<file path="src/rtl/note_seq_pkg.sv">
// Shared encodings for the note record/playback sequencer.
package note_seq_pkg;

    typedef enum logic [1:0] {
        MODE_IDLE   = 2'd0,
        MODE_RECORD = 2'd1,
        MODE_PLAY   = 2'd2
    } mode_t;

    typedef enum logic [2:0] {
        NOTE_REST = 3'd0,
        NOTE_DO   = 3'd1,
        NOTE_RE   = 3'd2,
        NOTE_MI   = 3'd3,
        NOTE_FA   = 3'd4,
        NOTE_SOL  = 3'd5,
        NOTE_LA   = 3'd6,
        NOTE_SI   = 3'd7
    } note_t;

    localparam int NOTE_W = 3;

    // Entry layout is {note[NOTE_W-1:0], dur[dur_w-1:0]}, note in the MSBs.
    function automatic int entry_w(input int dur_w);
        return NOTE_W + dur_w;
    endfunction

endpackage

</file>
<file path="src/rtl/note_event_buffer.sv">
// Event register file: one synchronous write port, one combinational read port.
module note_event_buffer #(
    parameter int DEPTH = 32,
    parameter int WIDTH = 11,
    parameter int AW    = $clog2(DEPTH)
) (
    input  logic             clk,
    input  logic             we,
    input  logic [AW-1:0]    wr_addr,
    input  logic [WIDTH-1:0] wr_data,
    input  logic [AW-1:0]    rd_addr,
    output logic [WIDTH-1:0] rd_data
);

    logic [WIDTH-1:0] mem [DEPTH];

    always_ff @(posedge clk) begin
        if (we) mem[wr_addr] <= wr_data;
    end

    assign rd_data = mem[rd_addr];

endmodule

</file>
<file path="src/rtl/note_sequencer.sv">
// Record/playback controller between keyboard front end and note decoder.
module note_sequencer
    import note_seq_pkg::*;
#(
    parameter int DEPTH = 32,
    parameter int DUR_W = 8,
    parameter int LOOP  = 0
) (
    input  logic                     clk,
    input  logic                     rst,
    input  logic                     tick,
    input  logic [2:0]               live_note,
    input  logic                     btn_record,
    input  logic                     btn_play,
    output logic [2:0]               note_out,
    output logic [1:0]               mode,
    output logic [$clog2(DEPTH):0]   rec_len,
    output logic                     rec_full
);

    localparam int AW = $clog2(DEPTH);
    localparam int LW = AW + 1;
    localparam logic [DUR_W-1:0] MAX_DUR = '1;

    typedef struct packed {
        logic [NOTE_W-1:0] note;
        logic [DUR_W-1:0]  dur;
    } entry_t;

    mode_t            state_q, state_d;
    logic [AW-1:0]    wr_ptr, rd_ptr, rd_nxt;
    logic [2:0]       cur_note;
    logic [DUR_W-1:0] dur_cnt, remain, dsum;
    entry_t           wr_entry, rd_entry;
    logic             we, changed, full_hit, adv, last, enter_rec, enter_play;

    note_event_buffer #(
        .DEPTH (DEPTH),
        .WIDTH (entry_w(DUR_W)),
        .AW    (AW)
    ) u_buf (
        .clk     (clk),
        .we      (we),
        .wr_addr (wr_ptr),
        .wr_data (wr_entry),
        .rd_addr (rd_nxt),
        .rd_data (rd_entry)
    );

    always_ff @(posedge clk) begin
        if (rst) state_q <= MODE_IDLE;
        else     state_q <= state_d;
    end

    always_comb begin
        state_d = state_q;
        unique case (state_q)
            MODE_IDLE:   if (btn_record) state_d = MODE_RECORD;
                         else if (enter_play) state_d = MODE_PLAY;
            MODE_RECORD: if (full_hit || btn_record) state_d = MODE_IDLE;
            MODE_PLAY:   if (btn_play || (adv && last && LOOP == 0)) state_d = MODE_IDLE;
            default:     state_d = MODE_IDLE;
        endcase
    end

    // Every RECORD write (change, saturation, flush) stores {cur_note, dur_cnt+tick},
    // so one write condition covers all cases and a zero duration never lands.
    always_comb begin
        mode       = state_q;
        changed    = live_note != cur_note;
        dsum       = dur_cnt + DUR_W'(tick);
        we         = (state_q == MODE_RECORD) && (dsum != '0) &&
                     (changed || dsum == MAX_DUR || btn_record);
        full_hit   = we && (wr_ptr == AW'(DEPTH - 1));
        wr_entry   = '{note: cur_note, dur: dsum};
        adv        = (state_q == MODE_PLAY) && tick && (remain == DUR_W'(1));
        last       = (LW'(rd_ptr) + LW'(1)) == rec_len;
        enter_rec  = (state_q == MODE_IDLE) && btn_record;
        enter_play = (state_q == MODE_IDLE) && !btn_record && btn_play && (rec_len != '0);
        // Read address is the pointer's next value so a load sees its entry the same edge.
        rd_nxt = rd_ptr;
        if (state_q != MODE_PLAY || (adv && last)) rd_nxt = '0;
        else if (adv)                              rd_nxt = rd_ptr + 1'b1;
    end

    always_ff @(posedge clk) begin
        if (rst) begin
            note_out <= '0;
            rec_len  <= '0;
            rec_full <= 1'b0;
            wr_ptr   <= '0;
            rd_ptr   <= '0;
            dur_cnt  <= '0;
            remain   <= '0;
            cur_note <= '0;
        end else begin
            rd_ptr   <= rd_nxt;
            note_out <= (state_d == MODE_PLAY) ? rd_entry.note : live_note;

            if (enter_play || (adv && state_d == MODE_PLAY))
                remain <= rd_entry.dur;
            else if (state_q == MODE_PLAY && tick && remain > DUR_W'(1))
                remain <= remain - 1'b1;

            if (enter_rec) begin
                wr_ptr   <= '0;
                rec_full <= 1'b0;
                rec_len  <= '0;
                cur_note <= live_note;
                dur_cnt  <= '0;
            end else if (state_q == MODE_RECORD) begin
                cur_note <= live_note;
                if (we || changed) dur_cnt <= '0;
                else if (tick)     dur_cnt <= dur_cnt + 1'b1;
                if (we) wr_ptr <= wr_ptr + 1'b1;
                if (full_hit) begin
                    rec_full <= 1'b1;
                    rec_len  <= LW'(DEPTH);
                end else if (btn_record) begin
                    rec_len  <= LW'(wr_ptr) + LW'(we);
                end
            end
        end
    end

endmodule

</file>
<file path="config.mk">
export PLATFORM = sky130hd
export DESIGN_NAME = note_sequencer
export DESIGN_NICKNAME = d
export VERILOG_FILES = /design/src/rtl/note_seq_pkg.sv /design/src/rtl/note_event_buffer.sv /design/src/rtl/note_sequencer.sv
export SDC_FILE = /design/constraint.sdc
export NUM_CORES = 1
export LEC_CHECK = 0
export ABC_AREA = 1
export BUFFER_PORTS_ARGS = -buffer_cell sky130_fd_sc_hd__clkbuf_2
export CELL_PAD_IN_SITES_DETAIL_PLACEMENT = 0
export CELL_PAD_IN_SITES_GLOBAL_PLACEMENT = 1
export CORE_MARGIN = 3
export CORE_UTILIZATION = 35
export CTS_BUF_LIST = sky130_fd_sc_hd__clkbuf_8
export DETAILED_ROUTE_END_ITERATION = 8
export GPL_ROUTABILITY_DRIVEN = 0
export PLACE_DENSITY_LB_ADDON = 0.1
export SLEW_MARGIN = 20
export SYNTH_ARGS = -nofsm -noshare
export SYNTH_HDL_FRONTEND = slang
export SYNTH_HIERARCHICAL = 1
export SYNTH_SLANG_ARGS = --single-unit
</file>
<file path="constraint.sdc">
create_clock -name clk -period 6.1 [get_ports clk]
set_input_delay 0.305 -clock clk [delete_from_list [all_inputs] [get_ports clk]]
set_output_delay 0.305 -clock clk [all_outputs]
set_load 0.03 [all_outputs]
</file>
# Word level (Yosys, flattened, before mapping)
# Memories as Yosys holds them, arrays and structs flattened.
# Index checks and enable logic that the tools add are counted.
# W data, S select, Z words.
dict set report word_totals {
  ff_bits 41
  ramBits 352
  input_bits 8
  out_inout_bits 12
  wordCells 77
  mem_count 1
}
dict set report classes {
  addsub 7
  order_cmp 1
  eq_ne 9
  mux 18
  n_reduce_logical 32
}
# memory depth width read_ports rd_clocked_by_memory_dff wr line
set memory_table {}
lappend memory_table {u_buf.mem 32 11 1 0 1 note_event_buffer.sv:15} ;# logic [WIDTH-1:0] mem [DEPTH];
# cell count
set op_table {}
lappend op_table {{$mux W8} 4}
lappend op_table {{$logic_and A1 B1 Y1} 12}
lappend op_table {{$mux W6} 2}
lappend op_table {{$add A5 B1 Y5 const B} 2}
lappend op_table {{$mux W5} 2}
lappend op_table {{$mux W3} 3}
lappend op_table {{$add A8 B1 Y8} 1}
lappend op_table {{$add A8 B1 Y8 const B} 1}
lappend op_table {{$eq A8 B1 Y1 const B} 1}
lappend op_table {{$eq A8 B8 Y1 const B} 1}
lappend op_table {{$gt A8 B1 Y1 const B} 1}
lappend op_table {{$mux W2} 4}
lappend op_table {{$reduce_and A2 Y1} 4}
lappend op_table {{$reduce_bool A2 Y1} 4}
lappend op_table {{$reduce_bool A8 Y1} 1}
lappend op_table {{$sub A8 B1 Y8 const B} 1}
lappend op_table {{$logic_or A1 B1 Y1} 7}
lappend op_table {{$add A5 B1 Y6} 1}
lappend op_table {{$add A5 B1 Y6 const B} 1}
lappend op_table {{$eq A6 B6 Y1} 1}
lappend op_table {{$pmux W2 S3} 1}
lappend op_table {{$reduce_bool A6 Y1} 1}
lappend op_table {{$eq A5 B5 Y1 const B} 1}
lappend op_table {{$eq A2 B2 Y1 const B} 2}
lappend op_table {{other kinds (7)} 8}

# Logic depth before layout (Yosys ltp)
# Gate-level depths: netlist of run 1.
dict set report depth {
  word_depth 13
  ltp_mapped 26
}

# Cells and area by module
# Netlist of run 1, hierarchy kept.
# mod instances cells_per_inst area_per_inst_um2
set modules_own_cells {}
lappend modules_own_cells {note_event_buffer 1 1238 14446.4}
lappend modules_own_cells {note_sequencer 1 420 2811.4}

# Worst setup path before layout of run 1
# No wires, ideal clock.
dict set report synth_timing {
  path_type {register to register}
  start {register dur_cnt[0]}
  end {memory u_buf.mem[11][0] (enable)}
  setup_time_ns 0.378
  arrival_time_ns 3.146
  slack_ns 2.576
  path_stages_with_launch 14
  period_less_slack_ns 3.524
  path_cell_list {dfxtp_1 -> ha_1 -> ha_1 -> nand2_1 -> inv_1 -> nor2_1 -> nor2_1 -> nand3_1 -> nor2_2 -> a21oi_4 -> nand2_4 -> inv_1 -> nand3_1 -> nor2_1}
}
dict set report synth_between {
  elab_chain_cells 7
  word_cells_on_any_way 9
}
# element line
set synth_lines {}
lappend synth_lines {{from (decl)} note_sequencer.sv:33} ;# logic [DUR_W-1:0] dur_cnt, remain, dsum;
lappend synth_lines {{from (signal assigned)} note_sequencer.sv:114} ;# else if (tick) dur_cnt <= dur_cnt + 1'b1;
lappend synth_lines {{$add A8 B1 Y8 *} note_sequencer.sv:71} ;# dsum = dur_cnt + DUR_W'(tick);
lappend synth_lines {{via dsum[2]} note_sequencer.sv:33}
lappend synth_lines {{$eq A8 B8 Y1} note_sequencer.sv:73} ;# (changed || dsum == MAX_DUR || btn_record);
lappend synth_lines {{$logic_or A1 B1 Y1 (2 in a row)} note_sequencer.sv:73}
lappend synth_lines {{$logic_and A1 B1 Y1 *} note_sequencer.sv:72} ;# we = (state_q == MODE_RECORD) && (dsum != '0) &&
lappend synth_lines {{via we} note_sequencer.sv:35} ;# logic we, changed, full_hit, adv, last, enter_rec, enter_play;
lappend synth_lines {{$mux W1 *} note_event_buffer.sv:18} ;# if (we) mem[wr_addr] <= wr_data;
lappend synth_lines {{$mux W1 (not written as such) *} note_event_buffer.sv:18}
lappend synth_lines {{to (decl)} note_event_buffer.sv:15}
# Mark *: on every way through the listed nets, which the timed path passes. The rest lies on a longest branch.

# Worst setup path in the final report of run 1
dict set report layout_timing {
  start {register dur_cnt[0]}
  end {memory u_buf.mem[26][9] (enable)}
}
# Same word-level chain as after synthesis.

==> summary.md, run 1 <==
| Metric | Value |
|---|---|
| PortBufs | `19` |
| Setup violators final | `0` |
| Avg Vias per Cell | `4.85` |
| Residual DRC count | `0` |
| Cts bufs inserted | `71` |
| Via count | `11800` |
| Commonest cells in the synthesized netlist | `594 x nand2_1, 352 x edfxtp_1, 304 x nand3_1, 71 x nor2_1, 68 x inv_1` |
| Slowest Stage Delay on Critical Path | `1.01 ns` |
| Met3 Routed Length | `roughly 1800 um` |
| Hold path start | `tick` |
| VDD IR max | `0.160 mV` |
| Routed Antenna Nets | `0` |
| Final clock skew | `roughly 0.023 ns` |
| Cell Area, Synth | `0.0173 mm^2` |
| Boundary Pins | `20` |
| DIE AREA | `0.0520 mm^2` |
| Mean post-synth cell area | `about 10 um^2` |
| Status | `finished clean` |
| WL/cell | `slightly below 20 um` |
| Post-CTS Setup Bufs | `0` |
| Clk_lat worst skew | `between 0.6 and 0.7 ns` |
| CTS root buffer | `clkbuf_8` |
| TNS Setup | `0 ns` |
| Initial Util | `35.8%` |
| Cells on Worst Hold Path | `3` |
| Critical path class | `flop to flop` |
| Worst hold slack | `0.108 ns` |
| RSZ-0062 raised after global routing | `false` |
| Top-count cell post-synth | `nand2_1` |
| Number of global-route vias before repair | `approximately 11000` |
| Required time of the critical path | `6.33 ns` |
| Worst path cell trace | `ha_1, ha_1, nand2_1, inv_1, nand3_1, nand2_1, buf_4, nor2_1, a21oi_4, nand2_4, inv_1, nand3_1, nor2_1` |
| Critical path launch point type | `flop` |
| DR WL met2 | `between 20000 and 25000 um` |
| Reg2reg end | `u_buf/mem[26][9]` |
| FILL cells | `4841` |
| Resized cells post-CTS | `0` |
| CTS tree | `built` |
| Clk sinks | `~390` |
| Pwr Density | `270 mW/mm^2` |
| Core Footprint | `between 0.04 and 0.05 mm^2` |
| Hold Path Sink | `dur_cnt[5]` |
| Library cells used by synthesis | `43` |
| Async S/R FF share, synth | `0%` |
| Detail Placement HPWL | `26500 um` |
| P&R area growth vs syn | `12.0%` |
| Depth of the worst register-to-register path | `13` |
| Leakage Power | `about 7.0 nW` |
| Critical Path End Type | `flop` |
| Post-synth EDFFs | `roughly 350` |
| Top FF cell, synth | `edfxtp_1` |
| RR Startpoint | `dur_cnt[0]` |
| H-tree depth | `3` |
| Initial DRC Count | `762` |
| Clock-pin slew of the registers on the worst-case setup and hold paths | `0.05 ns` |
| Antenna violations before repair | `1` |
| Global Route Usage Sum | `18.1%` |
| Die W | `between 200 and 250 um` |
| Final-report hold violation count | `0` |
| Die height | `228 um` |
| Share of layout cells above drive strength 1 | `roughly a tenth` |
| Setup crit start | `dur_cnt[0]` |
| Ys Warns | `6` |
| Largest net degree at the start of global routing | `177` |
| GR Overflow Total | `0` |
| Worst-margin pin slew | `1.10 ns` |
| Cells after Synth | `approximately 1700` |
| Sequential share of the synthesized area | `66.0%` |
| Final wirelength | `47400 um` |
| DR pass1 iterations | `5` |
| Clk buf depth | `3` |
| Yosys top cell area share | `between 60% and 70%` |
| NumNets Final | `1737` |
| Flop2flop setup slack | `1.96 ns` |
| CP max FO | `34` |
| FMAX | `0.242 GHz` |
| Area contributors post-synth | `edfxtp_1 61%, nand2_1 13%, nand3_1 8.8%` |
| Critical path arrival | `4.37 ns` |
| Highest Signal Layer | `met4` |
| Row cnt | `80` |
| Max-cap violations | `0` |
| Hold WC Path Type | `primary input to flop` |
| Syn nets | `between 1500 and 2000` |
| Final period util | `about two thirds` |
| Slowest CP cell | `nor2_1` |
| Cell taking the most area after synthesis | `edfxtp_1` |
| Final max-slew violation count | `0` |
| FF+latch count, synth | `393` |
| WL met1 | `roughly 23000 um` |
| Minimum clock period | `4.14 ns` |
| Slew margin rel. | `26.6%` |
| First-pass GRT wire length | `about 70000 um` |
## how the worst max path moves through the flow
stage / to / slack [ns] / cells after the start
floorplan: u_buf/mem[11][0] / 2.58 / 13
global placement: remain[6] / 1.80 / 22
detailed placement: remain[6] / 1.80 / 22
CTS: remain[3] / 1.86 / 22
global route: remain[7] / 1.50 / 24
finish: u_buf/mem[26][9] / 1.96 / 13
## flip-flops by register name, indices dropped and copies added (netlist names)
name / flops
cur_note: 3
note_out: 3
dur_cnt: 8
u_buf/mem: 352
rd_ptr: 5
rec_full: 1
wr_ptr: 5
remain: 8
mode: 2
rec_len: 6
## where the power goes
part	total, mW	internal, mW	switching, mW	leakage, nW
sequential	2.93	2.92	0.00772	3.13
clock	2.16	1.11	1.05	0.700
combinational	0.137	0.0364	0.101	3.22
## logic make-up after synthesis
group	Yosys count	share of synthesized area, %
flip-flops	393	66.0
AO/OA/AOI/OAI	49	1.62
AND/OR/NAND/NOR	1028	25.7
buffers and inverters	155	4.71
adder cells (fa/ha/maj)	11	0.797
XOR/XNOR	22	1.20
## cells in the final DEF (no fill, tap or decap), drive strengths merged, types with 2 or more instances in the layout
cell type / netlist / final
buf: 63 / 48
dlygate4sd3: 0 / 4
nor2: 76 / 76
or2: 4 / 4
nand4: 21 / 21
nand3b: 2 / 2
clkinv: 1 / 24
inv: 70 / 91
ha: 11 / 11
o21ai: 15 / 15
dfxtp: 41 / 41
xor2: 18 / 18
nand2: 605 / 605
xnor2: 4 / 4
edfxtp: 352 / 352
diode: 0 / 2
nor3: 10 / 10
nand3: 307 / 307
clkbuf: 21 / 93
a21oi: 32 / 32
## per-stage QoR
step | power [mW] | utilization [%] | cell area [um^2] | worst slack (ns) | instances
floorplan | 3.07 | - | 17300 | 2.58 | 1658
global placement | 3.12 | 37.5 | 18100 | 1.80 | 2297
detailed placement | 3.12 | 37.5 | 18100 | 1.80 | 2297
CTS | 5.31 | 40.0 | 19300 | 1.86 | 2419
global route | 5.42 | 40.0 | 19300 | 1.50 | 2419
finish | 5.22 | 40.0 | 19300 | 1.96 | 2421
## routing by layer
metal	vias to the layer above	global-route usage, %
met4	0	5.33
met1	5695	25.6
met2	188	28.3
met3	81	3.62
li1	5786	-
met5	-	0
## critical path, delay by kind of cell (launching register included)
family | cells | cell delay (ns)
buf+inv | 3 | 0.70
simple gates | 7 | 1.98
compound gates | 1 | 0.26
flops | 1 | 0.42
fa+ha+maj | 2 | 0.37
## repair_timing
item,in CTS,in global routing
hold buffers,4,0
endpoints found under the setup margin,0,0
endpoints found under the hold margin,7,0
## area by class of cell
class | count | area (um^2) | share of cell area, %
antenna | 2 | 5.00 | 0.0259
tap | 656 | 821 | 4.25
inverter | 71 | 273 | 1.41
sequential | 393 | 11400 | 59.0
clock buffer | 74 | 1020 | 5.27
clock inverter | 44 | 174 | 0.900
timing repair buffer | 71 | 533 | 2.76
multi-input combinational | 1110 | 5110 | 26.4
No activity file was read; power rests on OpenSTA's default activity.
==> run 2, diff against run 1 <==
Clock period 6.1 ns to 3.4 ns, I/O delays scaled along.
==> summary.md, run 2 (synthesis gave the netlist of run 1 again) <==
| Metric | Value |
|---|---|
| Status | `finished clean` |
| Total power | `9.68 mW (+85%)` |
| NumNets Final | `1776 (+2.2%)` |
| Pwr Density | `487 mW/mm^2 (+80%)` |
| TNS Setup | `0 ns (unchanged)` |
| PortBufs | `19 (unchanged)` |
| FF+latch area | `0.0114 mm^2 (about the same)` |
| Final clock skew | `0.0143 ns (-0.00872 ns)` |
| Hold WC Path Type | `primary input to flop` |
| Final period util | `92.8% (+25 points)` |
| Required time of the critical path | `3.90 ns (-2.43 ns)` |
| Clk_lat worst skew | `0.64 ns (about the same)` |
| Detail Placement HPWL | `29000 um (+9.4%)` |
| Setup violators final | `0 (unchanged)` |
| Via count | `12000 (+1.8%)` |
| Critical Path End Type | `flop` |
| GR Overflow Total | `0 (unchanged)` |
| CTS tree | `built` |
| CTS root buffer | `clkbuf_8` |
| Commonest non-fill, non-tap cell in the layout | `nand2_1` |
| Clk sinks | `393 (unchanged)` |
| Cts bufs inserted | `71 (unchanged)` |
| Die height | `228 um (unchanged)` |
| Core Footprint | `0.0482 mm^2 (unchanged)` |
| Worst-margin pin slew | `0.678 ns (-0.419 ns)` |
| Placed insts | `2332 (+1.5%)` |
| Hold path start | `btn_play` |
| WL/cell | `19.7 um (+0.77%)` |
| Minimum clock period | `3.15 ns (-0.983 ns)` |
| Most frequent cells in the layout | `593 x nand2_1, 352 x edfxtp_1, 303 x nand3_1` |
| Top reg by flops | `u_buf/mem` |
| Initial DRC Count | `802 (+5.2%)` |
| Largest net degree at the start of global routing | `71 (-60%)` |
| RSZ-0062 raised after global routing | `false` |
| Critical path class | `flop to flop` |
| FMAX | `0.317 GHz (+31%)` |
| Initial Util | `35.8% (unchanged)` |
| Boundary Pins | `20 (unchanged)` |
| Final max-slew violation count | `0 (unchanged)` |
| Critical path arrival | `3.65 ns (-0.72 ns)` |
| Share of layout cells above drive strength 1 | `12.7% (+2.3 points)` |
| Leakage Power | `7.32 nW (+3.9%)` |
| H-tree depth | `3 (unchanged)` |
| Residual DRC count | `0 (unchanged)` |
| Finished Core Util | `41.2% (+1.2 points)` |
| DR pass1 iterations | `5 (unchanged)` |
| FILL cells | `4844 (+0.062%)` |
| DIE AREA | `0.0520 mm^2 (unchanged)` |
| Clock-pin slew of the registers on the worst-case setup and hold paths | `0.06 ns (about the same)` |
| Final-report hold violation count | `0 (unchanged)` |
| Die W | `228 um (unchanged)` |
| Biggest regs | `u_buf/mem x352, dur_cnt x8, remain x8` |
| Final wirelength | `48600 um (+2.6%)` |
| Multi-input logic area | `0.00511 mm^2 (+0.15%)` |
| Final worst slack | `0.246 ns (-1.72 ns)` |
| Number of global-route vias before repair | `11700 (+2.0%)` |
| First-pass GRT wire length | `73600 um (+2.4%)` |
| Global Route Usage Sum | `18.6% (+0.52 points)` |
| Routed Antenna Nets | `0 (unchanged)` |
| Clk buf depth | `3 (unchanged)` |
| Antenna violations before repair | `2 (+1)` |
| Place WS | `0.0941 ns (-1.70 ns)` |
| Row cnt | `80 (unchanged)` |
| Largest register FFs | `352 (unchanged)` |
| P&R area growth vs syn | `15.2%` |
| VDD IR max | `0.472 mV (+200%)` |
| Slew margin rel. | `54.5% (+28 points)` |
| RR Startpoint | `rd_ptr[1]` |
| Max-cap violations | `0 (unchanged)` |
| CP max FO | `22 (-35%)` |
| Avg Vias per Cell | `4.85 (about the same)` |
| Critical path launch point type | `flop` |
| Setup crit start | `rd_ptr[1]` |
| Non-Filler Instances | `2465 (+1.8%)` |
-- run 2: cell count changes in the layout (fill, tap and decap cells not counted), moves of 2 or more --
cell / change
inv_1: +2
clkinvlp_4: +4
clkinv_1: -4
bufinv_16: +3
buf_4: +27
buf_12: +9
clkinv_2: -4
diode_2: +3
-- run 2: per-stage QoR --
step / hold slack [ns] / instance area (um^2)
after floorplan: 0.313 / 17300
after global placement: 0.445 / 18500
after detailed placement: 0.453 / 18500
after CTS: 0.0621 / 19800
after global routing: 0.0960 / 19900
final: 0.110 / 19900
-- run 2: worst max-delay path, cell delays in order, from the launching register on --
cell,delay [ns]
dfxtp_1,0.37
ha_2,0.29
inv_1,0.07
nand2_1,0.05
nand2_1,0.06
nor2_1,0.04
nand3_1,0.07
nor2_1,0.05
nand3_1,0.14
nand2_2,0.13
nor2_4,0.22
clkinv_8,0.17
buf_12,0.20
buf_4,0.15
nand2_1,0.05
nand3_1,0.07
nand3_1,0.16
nand2_1,0.13
nand2_1,0.09
nand2_1,0.06
nand2_1,0.13
nand2_1,0.07
inv_1,0.06
nand2_1,0.05
nand2_1,0.09
a21oi_1,0.06
-- run 2: what timing repair did --
item / in CTS / in global routing
hold endpoints to repair: 14 / 0
setup endpoints to repair: 0 / 52
resized for setup: 0 / 9
hold buffers: 5 / 0
setup buffers: 0 / 2
-- run 2: cell type report --
type | count | area share, %
inverters | 71 | 1.43
multi-input cells | 1110 | 25.7
clock buffers | 75 | 5.19
clock inverters | 45 | 1.32
well taps | 656 | 4.13
diodes | 5 | 0.0629
repair buffers | 110 | 4.84
flip-flops and latches | 393 | 57.3
-- run 2: path summary, 6_finish.rpt --
path	slack [ns]	cells past startpoint	end
worst max-delay path	0.25	25	remain[7]
worst min-delay path	0.11	6	note_out[2]
worst max register to register	0.25	25	remain[7]
worst min register to register	0.46	2	rec_full
-- run 2: layer usage --
metal,GRT usage [%],wire [um],up-vias,part of all wire (%)
li1,-,-,5865,-
met1,27.1,23700,5790,49
met2,28.5,21800,220,45
met3,3.37,1960,92,4.0
met4,5.62,1170,0,2.4
met5,0,0,-,0
-- run 2: where the power goes --
part | switching [mW] | internal (mW)
clock | 1.93 | 2.24
sequential | 0.0188 | 5.24
combinational | 0.178 | 0.0685
total | 2.13 | 7.56
==> run 3, diff against run 2 <==
Settings changed: ABC_AREA 1 to unset.
==> summary.md, run 3 <==
| Metric | Value |
|---|---|
| Max-cap violations | `0 (unchanged)` |
| Antenna violations before repair | `1 (-1)` |
| Area contributors post-synth | `edfxtp_1 63%, mux2i_1 11%, dfxtp_1 4.9%` |
| Hold WC Path Type | `primary input to flop` |
| Leakage Power | `6.90 nW (-5.7%)` |
| Global Route Usage Sum | `18.0% (-0.61 points)` |
| FF+latch area | `0.0114 mm^2 (about the same)` |
| Ys Warns | `6 (unchanged)` |
| WL/cell | `23.5 um (+19%)` |
| Initial Util | `35.6% (-0.16 points)` |
| Critical Path End Type | `flop` |
| Number of global-route vias before repair | `10100 (-14%)` |
| Library cells used by synthesis | `69 (+60%)` |
| Final max-slew violation count | `0 (unchanged)` |
| Reg2reg end | `note_out[0]` |
| Die height | `224 um (-1.6%)` |
| Initial DRC Count | `618 (-23%)` |
| FILL cells | `4315 (-11%)` |
| Pwr Density | `483 mW/mm^2 (-0.85%)` |
| Critical path arrival | `3.75 ns (+0.10 ns)` |
| NumNets Final | `1297 (-27%)` |
| Status | `finished clean` |
| Clk buf depth | `3 (unchanged)` |
| Largest register FFs | `352 (unchanged)` |
| Cells on Worst Hold Path | `2 (-4)` |
| Final period util | `96.0% (+3.2 points)` |
| Sequential share of the synthesized area | `68.3% (+2.3 points)` |
| FF+latch count, synth | `393 (unchanged)` |
| Row cnt | `79 (-1.3%)` |
| Final wirelength | `45600 um (-6.2%)` |
| Final clock skew | `0.0176 ns (+0.00323 ns)` |
| Multi-input logic area | `0.00516 mm^2 (+0.88%)` |
| Flop2flop setup slack | `0.14 ns (-0.11 ns)` |
| Top FF cell, synth | `edfxtp_1` |
| Via count | `10100 (-16%)` |
| Cts bufs inserted | `71 (unchanged)` |
| Boundary Pins | `20 (unchanged)` |
| Worst-margin pin slew | `0.986 ns (+0.307 ns)` |
| Cell Area, Synth | `0.0167 mm^2 (-3.3%)` |
| PortBufs | `19 (unchanged)` |
| Critical path class | `flop to flop` |
| Top reg by flops | `u_buf/mem` |
| Detail Placement HPWL | `28900 um (-0.37%)` |
| Biggest regs | `u_buf/mem x352, dur_cnt x8, remain x8` |
| Yosys top cell area share | `63.3% (+2.1 points)` |
| Most frequent cells in the layout | `352 x edfxtp_1, 182 x mux2i_1, 125 x buf_4` |
| Share of layout cells above drive strength 1 | `25.8% (+13 points)` |
| Avg Vias per Cell | `5.21 (+7.2%)` |
| Top-count cell post-synth | `edfxtp_1` |
| RSZ-0062 raised after global routing | `true` |
| TNS Setup | `0 ns (unchanged)` |
| Commonest cells in the synthesized netlist | `352 x edfxtp_1, 187 x mux2i_1, 53 x nor2_1, 44 x a22oi_1` |
| Finished Cell Area | `0.0202 mm^2 (+1.4%)` |
| First-pass GRT wire length | `66800 um (-9.3%)` |
| Residual DRC count | `0 (unchanged)` |
| Cell taking the most area after synthesis | `edfxtp_1` |
| Setup violators final | `0 (unchanged)` |
| CTS root buffer | `clkbuf_8` |
| Commonest non-fill, non-tap cell in the layout | `edfxtp_1` |
| Hold Path Sink | `cur_note[1]` |
| Minimum clock period | `3.26 ns (+0.109 ns)` |
| Largest net degree at the start of global routing | `48 (-32%)` |
| Cells after Synth | `1102 (-34%)` |
| Clk_lat worst skew | `0.63 ns (about the same)` |
| Async S/R FF share, synth | `0% (unchanged)` |
| H-tree depth | `3 (unchanged)` |
| Routed Antenna Nets | `0 (unchanged)` |
| DIE AREA | `0.0503 mm^2 (-3.2%)` |
| Clock-pin slew of the registers on the worst-case setup and hold paths | `0.05 ns (about the same)` |
| Core Footprint | `0.0469 mm^2 (-2.9%)` |
| Dpl cell area | `0.0184 mm^2 (-0.51%)` |
| Critical path launch point type | `flop` |
| Syn nets | `1121 (-33%)` |
| Mean post-synth cell area | `15.1 um^2 (+45%)` |
| Clk sinks | `393 (unchanged)` |
| CTS tree | `built` |
| Slew margin rel. | `34.0% (-20 points)` |
| RR Startpoint | `rd_ptr[0]` |
| FMAX | `0.306 GHz (-3.3%)` |
| P&R area growth vs syn | `20.8%` |
| Die W | `224 um (-1.6%)` |
| Final-report hold violation count | `0 (unchanged)` |
| CP max FO | `20 (-9.1%)` |
| GR Overflow Total | `0 (unchanged)` |
| Post-synth EDFFs | `352 (unchanged)` |
| Hold path start | `rst` |
| Required time of the critical path | `3.89 ns (about the same)` |
| DR pass1 iterations | `4 (-1)` |
| Depth of the worst register-to-register path | `15 (-40%)` |
| VDD IR max | `0.238 mV (-50%)` |
run 3: cell types whose count changed after synthesis, sizes merged, moves of 11 or more:
cell / delta
a21oi: +11
inv: -66
mux2i: +187
a22oi: +44
nand2b: +12
buf: -21
a22o: +23
nand3: -268
xnor2: +17
nand2: -562
a31oi: +11
nor2: -22
run 3: per-stage QoR:
| step | utilization, % | total power, mW | std cells | setup WS [ns] | hold WS [ns] |
|---|---|---|---|---|---|
| final | 43.0 | 9.74 | 1942 | 0.137 | 0.126 |
| after floorplan | - | 5.47 | 1102 | 0.0648 | 0.314 |
| after detailed placement | 39.2 | 5.58 | 1797 | -0.272 | 0.462 |
| after global routing | 43.0 | 10.1 | 1941 | -0.0449 | 0.119 |
| after global placement | 39.2 | 5.58 | 1797 | -0.258 | 0.449 |
| after CTS | 42.3 | 9.89 | 1930 | -0.0213 | 0.0749 |
run 3: layout make-up:
class	count	area share, %
Clock inverter	52	1.45
Clock buffer	77	5.26
Multi-Input combinational cell	639	25.6
Timing Repair Buffer	169	7.32
Inverter	4	0.0745
Antenna cell	1	0.0124
Sequential cell	393	56.5
Tap cell	607	3.77
run 3: how the worst max path moves through the flow:
stage / startpoint / endpoint / cells past startpoint
after floorplan: dur_cnt[0] / u_buf/mem[28][0] / 9
after global placement: rd_ptr[1] / remain[4] / 16
after detailed placement: rd_ptr[1] / remain[4] / 16
after CTS: rd_ptr[0] / remain[4] / 17
after global routing: rd_ptr[0] / remain[1] / 16
final: rd_ptr[0] / note_out[0] / 15
run 3: critical path: stages, from the launching register on:
cell	delay, ns
dfxtp_2	0.33
ha_2	0.21
and4b_1	0.19
o211ai_1	0.19
a21oi_2	0.06
nand3_1	0.11
nand3b_1	0.22
nor2_4	0.21
buf_4	0.22
buf_12	0.21
mux2i_1	0.36
a22oi_1	0.17
a31oi_2	0.33
nand3_1	0.11
nand2b_1	0.11
mux2i_1	0.07
run 3: power breakdown:
group          internal [mW]  switching (mW)  leakage [nW]
clock network           2.31            1.93         0.786
logic                 0.0808           0.162          2.24
registers               5.24         0.00865          3.88
run 3: metal layers:
metal / GRT usage [%] / vias to the layer above / part of all wire, %
li1: - / 4688 / -
met1: 25.1 / 5176 / 47
met2: 28.8 / 179 / 48
met3: 3.65 / 67 / 3.6
met4: 5.02 / 0 / 2.1
met5: 0 / - / 0
run 3: cell families (layout without fill, tap and decap cells):
| kind of cell | count (synthesis) | after routing | share of synthesized area [%] |
|---|---|---|---|
| xor gates and xnor gates | 29 | 29 | 1.57 |
| other | 0 | 1 | 0 |
| DFF | 393 | 393 | 68.3 |
| adders and majority gates | 11 | 11 | 0.825 |
| and+or+nand+nor | 236 | 236 | 7.45 |
| AOI/OAI and AO/OA | 175 | 175 | 7.66 |
| muxes | 188 | 188 | 11.3 |
| buffers and inverters | 70 | 302 | 2.94 |
run 3: timing repair:
item                                   CTS  global route
hold buffers                             3             0
buffers inserted                         1            10
gates cloned                             0             1
endpoints found under the hold margin    6             0
resized for setup                       19            44
pin swaps                                5            14
setup endpoints to repair                9            55
